`config.mk`:
```
export PLATFORM = sky130hd
export DESIGN_NAME = uart_rx
export DESIGN_NICKNAME = d
export VERILOG_FILES = /design/src/rtl/uart_rx.sv
export SDC_FILE = /design/constraint.sdc
export NUM_CORES = 1
export LEC_CHECK = 0
export CAP_MARGIN = 20
export CORE_MARGIN = 5
export CORE_UTILIZATION = 59
export DETAILED_ROUTE_END_ITERATION = 7
export PLACE_DENSITY_LB_ADDON = 0.08
export SYNTH_ARGS = -nofsm -noshare
export SYNTH_HDL_FRONTEND = slang
export SYNTH_SLANG_ARGS = --single-unit
```
`constraint.sdc`:
```
create_clock -name clk -period 4.7 [get_ports clk]
set_clock_uncertainty 0.2 [all_clocks]
set_input_delay 0.94 -clock clk [delete_from_list [all_inputs] [get_ports clk]]
set_output_delay 0.94 -clock clk [all_outputs]
set_load 0.02 [all_outputs]
```
`src/rtl/uart_rx.sv`:
```
// 8-bit UART receiver with 16x oversampling, optional odd/even parity and
// 1 or 2 stop bits. Received bytes and their error flags are presented on a
// valid/ack handshake; a frame completing while the previous byte is still
// unacknowledged is dropped and recorded in the sticky overrun flag.
module uart_rx #(
  parameter string       PARITY   = "ODD",
  parameter int unsigned STOP_BIT = 1
) (
  input  logic       clk,
  input  logic       rst,
  input  logic       rx_bd_en,
  input  logic       rx,
  input  logic       rx_ack,
  output logic [7:0] rx_data,
  output logic       rx_vld,
  output logic       rx_par_err,
  output logic       rx_frm_err,
  output logic       rx_ovr
);

  localparam bit UsePar  = (PARITY == "ODD") || (PARITY == "EVEN");
  localparam bit ParOdd  = (PARITY == "ODD");
  localparam bit TwoStop = (STOP_BIT == 2);

  localparam logic [2:0] StIdle  = 3'd0;
  localparam logic [2:0] StStart = 3'd1;
  localparam logic [2:0] StData  = 3'd2;
  localparam logic [2:0] StPar   = 3'd3;
  localparam logic [2:0] StStop1 = 3'd4;
  localparam logic [2:0] StStop2 = 3'd5;

  // Line synchroniser
  logic sync1_q, sync2_q;
  logic rx_s;

  // Frame FSM
  logic [2:0] state_q, state_d;
  logic [3:0] tick_q, tick_d;
  logic [2:0] bit_q, bit_d;
  logic [7:0] shift_q, shift_d;
  logic       par_err_q, par_err_d;
  logic       frm_err_q, frm_err_d;
  logic       mid;
  logic       deliver;
  logic       frm_final;
  logic       par_final;

  // Upper-layer registers
  logic [7:0] data_q, data_d;
  logic       vld_q, vld_d;
  logic       perr_q, perr_d;
  logic       ferr_q, ferr_d;
  logic       ovr_q, ovr_d;

  assign rx_s = sync2_q;

  // Two-flop synchroniser, runs every clock; resets to the idle line level
  always_ff @(posedge clk) begin
    if (rst) begin
      sync1_q <= 1'b1;
      sync2_q <= 1'b1;
    end else begin
      sync1_q <= rx;
      sync2_q <= sync1_q;
    end
  end

  // Mid-bit sample point; the tick counter free-runs through a frame so
  // consecutive samples are exactly 16 ticks apart.
  assign mid = rx_bd_en && (tick_q == 4'd7);

  // Frame FSM next-state: bit timing, shifting and error capture
  always_comb begin
    state_d   = state_q;
    tick_d    = tick_q;
    bit_d     = bit_q;
    shift_d   = shift_q;
    par_err_d = par_err_q;
    frm_err_d = frm_err_q;
    deliver   = 1'b0;
    frm_final = frm_err_q;

    if (rx_bd_en) begin
      tick_d = tick_q + 4'd1;
      case (state_q)
        StIdle: begin
          tick_d = 4'd0;
          if (!rx_s) begin
            state_d = StStart;
          end
        end
        StStart: begin
          if (mid) begin
            if (rx_s) begin
              // Start bit gone high by mid-bit: treat as a glitch
              state_d = StIdle;
              tick_d  = 4'd0;
            end else begin
              state_d = StData;
              bit_d   = 3'd0;
            end
          end
        end
        StData: begin
          if (mid) begin
            shift_d[bit_q] = rx_s;
            if (bit_q == 3'd7) begin
              bit_d   = 3'd0;
              state_d = UsePar ? StPar : StStop1;
            end else begin
              bit_d = bit_q + 3'd1;
            end
          end
        end
        StPar: begin
          if (mid) begin
            par_err_d = rx_s ^ (ParOdd ? ~^shift_q : ^shift_q);
            state_d   = StStop1;
          end
        end
        StStop1: begin
          if (mid) begin
            frm_err_d = ~rx_s;
            if (TwoStop) begin
              state_d = StStop2;
            end else begin
              frm_final = ~rx_s;
              deliver   = 1'b1;
              state_d   = StIdle;
            end
          end
        end
        StStop2: begin
          if (mid) begin
            frm_final = frm_err_q | ~rx_s;
            frm_err_d = frm_final;
            deliver   = 1'b1;
            state_d   = StIdle;
          end
        end
        default: begin
          state_d = StIdle;
          tick_d  = 4'd0;
        end
      endcase
    end
  end

  // Frame FSM state registers
  always_ff @(posedge clk) begin
    if (rst) begin
      state_q   <= StIdle;
      tick_q    <= 4'd0;
      bit_q     <= 3'd0;
      shift_q   <= 8'h00;
      par_err_q <= 1'b0;
      frm_err_q <= 1'b0;
    end else begin
      state_q   <= state_d;
      tick_q    <= tick_d;
      bit_q     <= bit_d;
      shift_q   <= shift_d;
      par_err_q <= par_err_d;
      frm_err_q <= frm_err_d;
    end
  end

  assign par_final = UsePar ? par_err_q : 1'b0;

  // Delivery and handshake: load, drop-with-overrun, or acknowledge
  always_comb begin
    data_d = data_q;
    vld_d  = vld_q;
    perr_d = perr_q;
    ferr_d = ferr_q;
    ovr_d  = ovr_q;

    if (deliver) begin
      if (!vld_q || rx_ack) begin
        data_d = shift_q;
        perr_d = par_final;
        ferr_d = frm_final;
        vld_d  = 1'b1;
        if (rx_ack) begin
          ovr_d = 1'b0;
        end
      end else begin
        ovr_d = 1'b1;
      end
    end else if (rx_ack && vld_q) begin
      vld_d = 1'b0;
      ovr_d = 1'b0;
    end
  end

  // Upper-layer output registers
  always_ff @(posedge clk) begin
    if (rst) begin
      data_q <= 8'h00;
      vld_q  <= 1'b0;
      perr_q <= 1'b0;
      ferr_q <= 1'b0;
      ovr_q  <= 1'b0;
    end else begin
      data_q <= data_d;
      vld_q  <= vld_d;
      perr_q <= perr_d;
      ferr_q <= ferr_d;
      ovr_q  <= ovr_d;
    end
  end

  assign rx_data    = data_q;
  assign rx_vld     = vld_q;
  assign rx_par_err = perr_q;
  assign rx_frm_err = ferr_q;
  assign rx_ovr     = ovr_q;

endmodule

```
* Word-level counts from Yosys, hierarchy flattened *
Index checks and enable logic that the tools add are counted.

word-level totals
  output and inout bits = 12
  bits in registers = 34
  input bits = 5

operators by class
  $lt $le $gt $ge = 2
  bitwise logic cells = 3
  $add $sub $neg = 2
  equality and inequality tests = 16
  mux-type cells = 32
  reduce and logical (&&, ||, !) cells = 18

operator list
  cell                                                                      count
  3-bit two-way mux                                                         10
  3-bit case mux with 5 select lines                                        1
  1-bit two-way mux                                                         13
  2-bit inequality test (second input constant)                             6
  3-bit == test (second input constant)                                     3
  8-bit bitwise mux                                                         1
  4-bit two-way mux                                                         2
  4-bit case mux with 2 select lines                                        1
  8-bit XNOR reduction                                                      1
  7-bit AND reduction                                                       1
  3-bit by 2-bit == test with 1-bit output (second input constant)          2
  3-bit case mux with 2 select lines                                        1
  2-bit AND reduction                                                       3
  3-bit AND reduction                                                       2
  5-bit AND reduction                                                       1
  4-bit by 1-bit adder with 4-bit output (second input constant)            1
  4-bit by 3-bit == test with 1-bit output (second input constant)          1
  3-bit by 4-bit < comparator with 1-bit output (second input constant)     1
  2-bit by 1-bit inequality test with 1-bit output (second input constant)  2
  2-bit nonzero test                                                        2
  4-bit OR reduction                                                        1
  3-bit by 1-bit adder with 3-bit output (second input constant)            1
  1-bit demux with 3-bit select                                             1
  3-bit by 1-bit == test with 1-bit output (second input constant)          1
  12 further kinds                                                          14

* Logic depth before layout (Yosys ltp) *
Gate-level depths: netlist of the first run.

  word-level depth = 7
  depth in mapped cells = 7

* Worst setup path before layout of the first run *
OpenSTA, ideal clock, no wires.

  path type = input to register
  start point = input rx_bd_en
  end point = register bit_q[0]
  required time = 4430 ps
  arrival = 2102 ps
  setup slack = 2328 ps
  path buffers = 1
  stages on the path = 5
  cell sequence = buf_4 nand4b_1 a211o_1 or4_1 a21oi_1

on the way
  cells in the longest elaborated chain, start to end = 3
  elaborated cells on any way between the ends = 4

RTL lines
  what                               RTL line  source
  start: declaration                 11        input logic rx_bd_en,
  1-bit logical AND                  70        assign mid = rx_bd_en && (tick_q == 4'd7);
  2-bit inequality test (no line)    -
  5-bit AND reduction (no line) (*)  -
  end signal: assignment             161       bit_q <= bit_d;
  end: declaration                   39        logic [2:0] bit_q, bit_d;

Mark *: on every way between the ends. The rest lies on a longest branch, timed or not.
A chain may end at the register's enable or synchronous reset.

* Worst setup path after layout of the first run *
  start point = input rx_bd_en
  end point = register data_q[0], in the netlist rx_data[0]

on the way
  cells in the longest elaborated chain, start to end = 5

RTL lines
  what                               RTL line  source
  1-bit logical AND                  70
  1-bit two-way mux                  122       if (mid) begin
  1-bit two-way mux                  -
  1-bit two-way mux (*)              83        if (rx_bd_en) begin
  2-bit AND reduction (no line) (*)  -
  end signal: assignment             205       data_q <= data_d;
  end: declaration                   49        logic [7:0] data_q, data_d;

Marks and branches as above.

==> impl_metrics.json, run 1 <==
{
  "clk_root_buffer_cell": "sky130_fd_sc_hd__clkbuf_4",
  "yosys_synthesis_warning_count": 0,
  "crit_path_cell_trace": "clkdlybuf4s50_1 -> nand4b_1 -> nor3b_2 -> mux2i_1 -> nor2_1",
  "number_of_flip_flops_and_latches_in_the_synthesized_netlist": 34,
  "tightestPinTransition_ns": 1.01,
  "cts-htree-levels": 2,
  "synth_edf_count": 0,
  "p_sw_share_pct": 18.8,
  "initial_utilization_pct": 60.2,
  "critical_path_s_largest_stage_delay_ns": 0.90,
  "finalMaxSlewViolations": 0,
  "clock_power_share_pct": 47.5,
  "finalWorstPathRequiredPeriod_ns": 3.13,
  "fin_tns_setup_ns": 0,
  "syn_area_per_cell_sq_um": 9.13,
  "final_min_period_over_clock_period_pct": 66.5,
  "cts_buffers": 5,
  "diodes": 0,
  "multiInputGateArea_sq_um": 868,
  "critPathLaunchType": "input pin",
  "slew_headroom_pct": 32.5,
  "cp-end-kind": "flip-flop",
  "grt_setup_unrepaired": "no",
  "layout_commonest_cell": "sky130_fd_sc_hd__dfxtp_1",
  "coreArea_sq_um": 2690,
  "cts_resized": 0,
  "n_fill_cell": 201,
  "synth_flop_cell": "sky130_fd_sc_hd__dfxtp_1",
  "global_route.overflow_total": 0,
  "clkSlewWorstSetupHoldPaths_ns": 0.11,
  "setup_violating_endpoint_count_in_the_final_report": 0,
  "grt_util_all_layers_pct": 18.2,
  "cts_num_sinks": 34,
  "cp_data_required_time_ns": 4.74,
  "hold_class": "flip-flop to flip-flop",
  "synth.cell_area_sq_um": 1620,
  "grt_max_degree": 35,
  "postRouteAntennaNets": 0,
  "vias_in_the_first_global_route": 1243,
  "vdd_drop_max_mv": 0.311,
  "hpwlAfterDp_mm": 2.16,
  "cts_hold_repair.buffers": 0,
  "library_cells_used_by_synthesis": 38,
  "overall_die_area_sq_um": 3890,
  "worstPathArrival_ns": 3.17,
  "routed_wire_length_per_instance_um": 14.8,
  "drtPass1Iterations": 4,
  "global_route_wire_length_before_repair_mm": 5.68,
  "ys_seq_area_share_pct": 42.1,
  "layout-drive-gt1-share_pct": 6.35,
  "layout.area.seq_sq_um": 681,
  "mappedNetlistNets": 185,
  "final_hold_viol_count": 0,
  "cap_violations": 0,
  "leak_pwr_nw": 0.697,
  "cts.repair_timing.setup_buffer_count": 0,
  "total_power_mw": 0.588,
  "via_per_inst": 5.83,
  "dieWidth_um": 62.3,
  "worstPathBufferInverterCount": 1,
  "worst_skew_pair.late_latency_ns": 0.35,
  "share_seq_of_total_power_pct": 49.5,
  "synth_async_sr_flop_share_pct": 0,
  "floorplan_die_height_um": 62.3,
  "crit_path_max_fanout": 11,
  "critical_path.top_delay_family": "simple AND/OR/NAND/NOR gates",
  "syn_to_final_growth_pct": 17.4,
  "detailedRoute.firstIterationViolations": 106,
  "worst-setup-path-type": "input pin to flip-flop",
  "power_density_nw_per_um2": 310,
  "status": "finished clean",
  "nNetsFinal": 196,
  "port_buffers": 16,
  "finalWirelength_mm": 3.25,
  "power_report.internal_total_mw": 0.478,
  "max-clock-path-buffers": 2,
  "timing.fmax_mhz": 320,
  "layout.cells.most_common_list": "sky130_fd_sc_hd__dfxtp_1 (34), sky130_fd_sc_hd__nor2_1 (28), sky130_fd_sc_hd__mux2i_1 (17), sky130_fd_sc_hd__clkdlybuf4s50_1 (16), sky130_fd_sc_hd__a21oi_1 (12)",
  "floorplan.rows": 19,
  "power.switching_mw": 0.111,
  "share_comb_of_total_power_pct": 3.0,
  "instance_count_of_the_mapped_netlist": 177,
  "io_pins": 17,
  "cts_tree": "built",
  "critical-path-slowest-cell": "sky130_fd_sc_hd__nor3b_2",
  "drc_errors": 0,
  "grt_antenna_before_repair": 0,
  "route.vias.total": 1282,
  "place_congestion": 0.803
}
-- power by group through the flow --
stage                     clock, mW  combinational (mW)  sequential [mW]
final                         0.279              0.0179            0.291
after global routing          0.303              0.0196            0.292
after CTS                     0.283              0.0149            0.291
after detailed placement          0              0.0148            0.298
after global placement            0              0.0143            0.298
after floorplan                   0              0.0118            0.296
-- worst paths after layout --
kind	from	to	slack, ns	depth (start not counted)
hold / removal	sync1_q	rx_s	0.24	1
hold reg to reg	sync1_q	rx_s	0.24	1
setup reg to reg	state_q[2]	rx_data[0]	2.27	4
setup / recovery	rx_bd_en	rx_data[0]	1.57	5
-- synthesized netlist by cell type, types with 3 or more instances --
cell type / n / area share, %
sky130_fd_sc_hd__a21oi_1: 12 / 3.7
sky130_fd_sc_hd__clkbuf_1: 11 / 2.6
sky130_fd_sc_hd__dfxtp_1: 34 / 42
sky130_fd_sc_hd__ha_1: 3 / 2.3
sky130_fd_sc_hd__inv_1: 3 / 0.70
sky130_fd_sc_hd__mux2i_1: 17 / 11
sky130_fd_sc_hd__nand2_1: 8 / 1.9
sky130_fd_sc_hd__nand4_1: 6 / 2.3
sky130_fd_sc_hd__nand4b_1: 6 / 3.3
sky130_fd_sc_hd__nor2_1: 28 / 6.5
sky130_fd_sc_hd__nor2b_1: 6 / 2.3
sky130_fd_sc_hd__o21ai_1: 3 / 0.93
sky130_fd_sc_hd__xnor2_1: 5 / 2.7
-- per-stage QoR --
step / util (%) / worst slack, ns / hold WS [ns] / std cells / cell area (sq um)
3_3_place_gp: 65.5 / 1.23 / 0.197 / 211 / 1760
3_5_place_dp: 65.5 / 1.15 / 0.201 / 211 / 1760
2_1_floorplan: - / 2.33 / 0.183 / 177 / 1620
5_1_grt: 70.7 / 1.40 / 0.271 / 220 / 1900
4_1_cts: 69.6 / 1.52 / 0.238 / 219 / 1870
6_report: 70.7 / 1.57 / 0.236 / 220 / 1900
-- routing by layer --
metal	global-route usage [%]	part of all wire, %	up-vias
met2	29.5	47	29
li1	-	-	651
met4	7.43	1.7	0
met1	21.1	46	595
met5	0	0	-
met3	7.39	5.1	7
-- layout make-up --
class | instances | share of cell area (%)
Inverter | 3 | 0.593
Clock buffer | 6 | 2.70
Clock inverter | 2 | 3.16
Sequential cell | 34 | 35.9
Multi-Input combinational cell | 127 | 45.7
Tap cell | 31 | 2.04
Timing Repair Buffer | 17 | 9.89
-- sequential cells by signal, summed over array words and instances (netlist names), 3 cells and up --
register	count
state_q	3
shift_q	8
tick_q	4
bit_q	3
rx_data	8
-- logic make-up (layout without fill, tap and decap cells) --
| family | Yosys count | in the layout | share of synthesized area, % |
|---|---|---|---|
| simple gates | 71 | 71 | 24.4 |
| flops | 34 | 34 | 42.1 |
| compound gates | 29 | 29 | 11.8 |
| mux | 17 | 17 | 10.5 |
| buf+inv | 16 | 28 | 4.18 |
| xor+xnor | 7 | 7 | 4.64 |
| fa+ha+maj | 3 | 3 | 2.32 |
(Power assumes the default switching activity.)
==> run 2: changes to the inputs <==
- CORE_UTILIZATION: 59 -> 50
- clock period: 4.7 -> 2.5 ns (I/O delays scaled with it)
==> run 2 against run 1 <==
- die area is 15% higher
- largest power group unchanged
- cell count is 9.1% higher
- setup slack worse by 1.2 ns
- flip-flop and latch count stayed put
- routed wire length is 3.0% lower
- global-route usage is 2.1 points lower
- critical endpoint is now shift_q[6]
- sequential power is 88% higher
==> impl_metrics.json, run 2 (synthesized netlist as in run 1, its figures left out) <==
{
  "status": "finished clean",
  "global_route_wire_length_before_repair_mm": 5.44,
  "r2r.worst_path.cells": 5,
  "final_hold_viol_count": 0,
  "routed_wire_length_per_instance_um": 13.1,
  "grt_max_degree": 35,
  "cts-htree-levels": 2,
  "worst_skew_pair.late_latency_ns": 0.33,
  "finalWirelength_mm": 3.15,
  "place_congestion": 0.865,
  "finalMaxSlewViolations": 0,
  "place_inst": 232,
  "fin_hold_ws_ns": 0.227,
  "worstPathArrival_ns": 2.11,
  "hpwlAfterDp_mm": 2.24,
  "drtPass1Iterations": 4,
  "tightestPinTransition_ns": 0.396,
  "floorplan.rows": 20,
  "postRouteAntennaNets": 0,
  "drc_errors": 0,
  "max-clock-path-buffers": 2,
  "detailedRoute.firstIterationViolations": 106,
  "leak_pwr_nw": 0.704,
  "port_buffers": 16,
  "layout_commonest_cell": "sky130_fd_sc_hd__dfxtp_1",
  "min_path_cells": 1,
  "vias_in_the_first_global_route": 1231,
  "finalWorstPathRequiredPeriod_ns": 2.09,
  "worst-setup-path-type": "flip-flop to flip-flop",
  "dieWidth_um": 66.9,
  "nNetsFinal": 203,
  "fin_tns_setup_ns": 0,
  "hold_path_startpoint": "sync1_q",
  "clk_root_buffer_cell": "sky130_fd_sc_hd__clkbuf_4",
  "layout.core_utilization_pct": 62.0,
  "critPathLaunchType": "flip-flop",
  "cap_violations": 0,
  "cts_resized": 0,
  "global_route.overflow_total": 0,
  "via_per_inst": 5.40,
  "critical-path-slowest-cell": "sky130_fd_sc_hd__dfxtp_1",
  "cts.repair_timing.setup_buffer_count": 0,
  "final_cell_count_no_fill": 240,
  "io_pins": 17,
  "power_density_nw_per_um2": 466,
  "cts_hold_repair.buffers": 0,
  "cp-end-kind": "flip-flop",
  "grt_util_all_layers_pct": 16.1,
  "initial_utilization_pct": 52.5,
  "crit_path_cell_trace": "or3b_1 -> nor4b_1 -> buf_4 -> mux2i_1 -> nor2_1",
  "crit_path_max_fanout": 14,
  "hold_class": "flip-flop to flip-flop",
  "hold_end": "rx_s",
  "route.vias.total": 1295,
  "final_min_period_over_clock_period_pct": 83.7,
  "layout.cells.most_common_list": "sky130_fd_sc_hd__dfxtp_1 (34), sky130_fd_sc_hd__nor2_1 (28), sky130_fd_sc_hd__mux2i_1 (17), sky130_fd_sc_hd__clkdlybuf4s50_1 (16), sky130_fd_sc_hd__a21oi_1 (12)",
  "setup_violating_endpoint_count_in_the_final_report": 0,
  "slew_headroom_pct": 73.5,
  "cts_tree": "built",
  "diodes": 0,
  "floorplan_die_height_um": 66.9,
  "critical_path_s_largest_stage_delay_ns": 0.56,
  "overall_die_area_sq_um": 4470,
  "vdd_drop_max_mv": 0.294,
  "clkSlewWorstSetupHoldPaths_ns": 0.10,
  "pre_cts_slack_ns": 0.115,
  "coreArea_sq_um": 3080,
  "syn_to_final_growth_pct": 18.0,
  "grt_setup_unrepaired": "no",
  "timing.fmax_mhz": 478,
  "regToRegStartpoint": "state_q[1]",
  "worst_slack_ns": 0.407,
  "grt_antenna_before_repair": 0,
  "cp_data_required_time_ns": 2.51,
  "timing.rr.end": "shift_q[6]",
  "layout-drive-gt1-share_pct": 9.18,
  "cts_num_sinks": 34,
  "r2r_setup_slack_ns": 0.41,
  "cts_buffers": 5
}
## run 2: cell count changes in the layout (fill, tap and decap cells not counted)
cell and delta:
sky130_fd_sc_hd__buf_16 -1, sky130_fd_sc_hd__clkbuf_1 +1, sky130_fd_sc_hd__bufinv_16 -2, sky130_fd_sc_hd__buf_4 +7, sky130_fd_sc_hd__clkinv_2 +1, sky130_fd_sc_hd__buf_12 +1
## run 2: metrics by stage
step | area (sq um) | total power, mW
2_1_floorplan | 1620 | 0.579
6_report | 1910 | 0.889
3_5_place_dp | 1850 | 0.592
5_1_grt | 1910 | 0.925
4_1_cts | 1910 | 0.900
3_3_place_gp | 1850 | 0.591
## run 2: cell type report
class                   count  area, sq um
fillers                   275         1170
well taps                  44         55.1
repair buffers             24          233
flip-flops and latches     34          681
clock inverters             1         5.00
clock buffers               7         55.1
multi-input cells         127          868
inverters                   3         11.3
## run 2: layer usage
layer | up-vias | GRT usage (%) | routed length, um
met2 | 27 | 25.4 | 1390
met3 | 7 | 4.38 | 158
li1 | 669 | - | -
met1 | 592 | 20.5 | 1550
met4 | 0 | 6.84 | 52
met5 | - | 0 | 0
## run 2: report_power, final
group	internal [mW]	total, mW	switching, mW	leakage [nW]
sequential	0.543	0.546	0.00276	0.274
clock	0.136	0.310	0.174	0.0353
combinational	0.0143	0.0331	0.0188	0.394
## run 2: how the worst max path moves through the flow
stage	start	end	slack [ns]	depth (start not counted)
6_report	state_q[1]	shift_q[6]	0.41	5
5_1_grt	state_q[1]	shift_q[6]	0.29	5
4_1_cts	state_q[1]	shift_q[6]	0.39	5
3_5_place_dp	rx_bd_en	shift_q[6]	0.12	6
3_3_place_gp	rx_bd_en	shift_q[6]	0.13	6
2_1_floorplan	rx_bd_en	bit_q[0]	0.57	5
## run 2: worst max-delay path, delay by kind of cell (launching register included)
kind,cells,cell delay [ns]
and+or+nand+nor,3,0.86
muxes,1,0.17
buffers and inverters,1,0.18
DFF,1,0.56
==> RTL change: new RTL, config.mk and constraints of run 2 <==
One comparison of `tick_q` changes from == to >=.
--- a/src/rtl/uart_rx.sv
+++ b/src/rtl/uart_rx.sv
@@ -68,5 +68,5 @@
   // Mid-bit sample point; the tick counter free-runs through a frame so
   // consecutive samples are exactly 16 ticks apart.
-  assign mid = rx_bd_en && (tick_q == 4'd7);
+  assign mid = rx_bd_en && (tick_q >= 4'd7);
 
   // Frame FSM next-state: bit timing, shifting and error capture
Formal check against the unedited RTL: no difference found for any inputs over 10 cycles, from zero or initial values and one cycle with rst high; that may be too few to reach the edited logic, so the function may still have changed.
==> RTL change against run 2 <==
Total power is 2.5% higher; sequential cell count did not move; final cell count shrank 0.83%; area after synthesis is 3.6% lower; wire length is 0.67% higher; setup slack worse by 39 ps; cell area shrank 1.8%.
==> RTL change: results (changes against run 2) <==
| Metric | Value |
|---|---|
| Run status | finished, final reports clean |
| Asr flop ratio synth | 0% (unchanged) |
| DR iter-0 viols | 63 (-41%) |
| Mux cell area share after synthesis | 11.57% (+1.0 points) |
| PostCTS Resize Cnt | 0 (unchanged) |
| Yosys synthesis warning count | 0 (unchanged) |
| HPWL after DPL | 2284 um (+1.8%) |
| Post-synthesis compound-gate area fraction | 11.08% (-0.76 points) |
| Max transition margin | 70.73% (-2.7 points) |
| Total track usage | 16.40% (+0.31 points) |
| Hold Path Class | reg -> reg |
| Peak supply drop | 0.3565 mV (+21%) |
| Layout cells sized above 1 | 11.34% (+2.2 points) |
| Slowest-stage cell, CP | or4b_1 |
| Post-Synth Adder-Cell Area | 2.410% (+0.088 points) |
| Critical path startpoint | tick_q[0] |
| H-tree Lvls | 2 (unchanged) |
| Post-synth top area share | 43.69% (+1.6 points) |
| Largest net degree at the start of global routing | 15 (-57%) |
| Number of global-route vias before repair | 1240 (+0.73%) |
| Post-Syn Nets | 180 (-2.7%) |
| Vias per cell | 5.248 (-2.7%) |
| LEAKAGE | 0.6617 nW (-6.0%) |
| CTS Buf Count | 5 (unchanged) |
| IO Port Bufs | 16 (unchanged) |
| Reg clk slew, reported paths | 110 ps |
| Worst Setup EP | bit_q[0] |
| Crit-path max cell delay | 500 ps (-60 ps) |
| GPL Wtd Cong | 0.8320 (-3.8%) |
| Worst Reg-to-Reg Cells | 6 (+1) |
| Critical path arrival | 2200 ps (+90 ps) |
| Synth top area cells | dfxtp_1, mux2i_1, nor2_1 |
| Clk buf depth | 2 (unchanged) |
| Fillers | 276 (+0.36%) |
| DR WL/cell | 13.32 um (+1.5%) |
| R2R setup slack | 370 ps (-40 ps) |
| Netlist cell types | 36 (-5.3%) |
| Max Fanout on Critical Path | 6 (-8) |
| CTS root buf | clkbuf_4 |
| Post-synth top cells | dfxtp_1, nor2_1, mux2i_1 |
| Drt first pass iters | 6 (+2) |
| Sequential fraction of the synthesis area | 43.69% (+1.6 points) |
| Final hold vios | 0 (unchanged) |
| First-pass GRT wire length | 5499 um (+1.1%) |
| NumNets Final | 201 (-0.99%) |
| Xor/xnor share of the synthesized area | 6.506% (+1.9 points) |
[RTL change: changes by cell type after synthesis, sizes merged, moves of 3 or more]
cell,run 2,this run
nor3,1,10
nand4b,6,0
o21ai,3,9
a21oi,12,8
clkbuf,11,7
nand2b,0,4
nand4,6,2
nor2b,6,2
nand2,8,11
xor2,1,4
[RTL change: per-stage QoR]
stage | setup WS [ps] | util [%] | cells | cell area (um^2)
after floorplan | 507.4 | - | 172 | 1558
after global placement | 142.4 | 59.79 | 230 | 1810
after detailed placement | 101.0 | 59.79 | 230 | 1810
after CTS | 366.6 | 61.90 | 238 | 1874
after global routing | 296.7 | 61.90 | 238 | 1874
final | 367.7 | 61.90 | 238 | 1874
[RTL change: worst min-delay path by stage]
stage                       to     from  slack (ps)  cells past startpoint
final                     rx_s  sync1_q         220                      1
after global routing      rx_s  sync1_q         240                      1
after CTS                 rx_s  sync1_q         220                      1
after detailed placement  rx_s  sync1_q         200                      1
after global placement    rx_s  sync1_q         190                      1
after floorplan           rx_s  sync1_q         190                      1
[RTL change: power by group]
group	internal [mW]	switching (mW)	leakage [nW]
Clock	0.135	0.188	0.0343
Combinational	0.0188	0.0205	0.353
Sequential	0.545	0.00385	0.274
[RTL change: cell type report]
type,count,area (um^2),area share (%)
multi-input cells,127,838.3,44.73
flip-flops and latches,34,680.7,36.32
repair buffers,24,232.7,12.42
well taps,44,55.05,2.937
clock buffers,6,51.30,2.737
clock inverters,2,12.51,0.6676
inverters,1,3.754,0.2003
[RTL change: metal layers]
metal | wire length [um] | vias up | global-route usage, %
li1 | - | 636 | -
met1 | 1573 | 590 | 20.17
met2 | 1422 | 21 | 26.91
met3 | 153 | 2 | 5.782
met4 | 21 | 0 | 4.663
met5 | 0 | - | 0
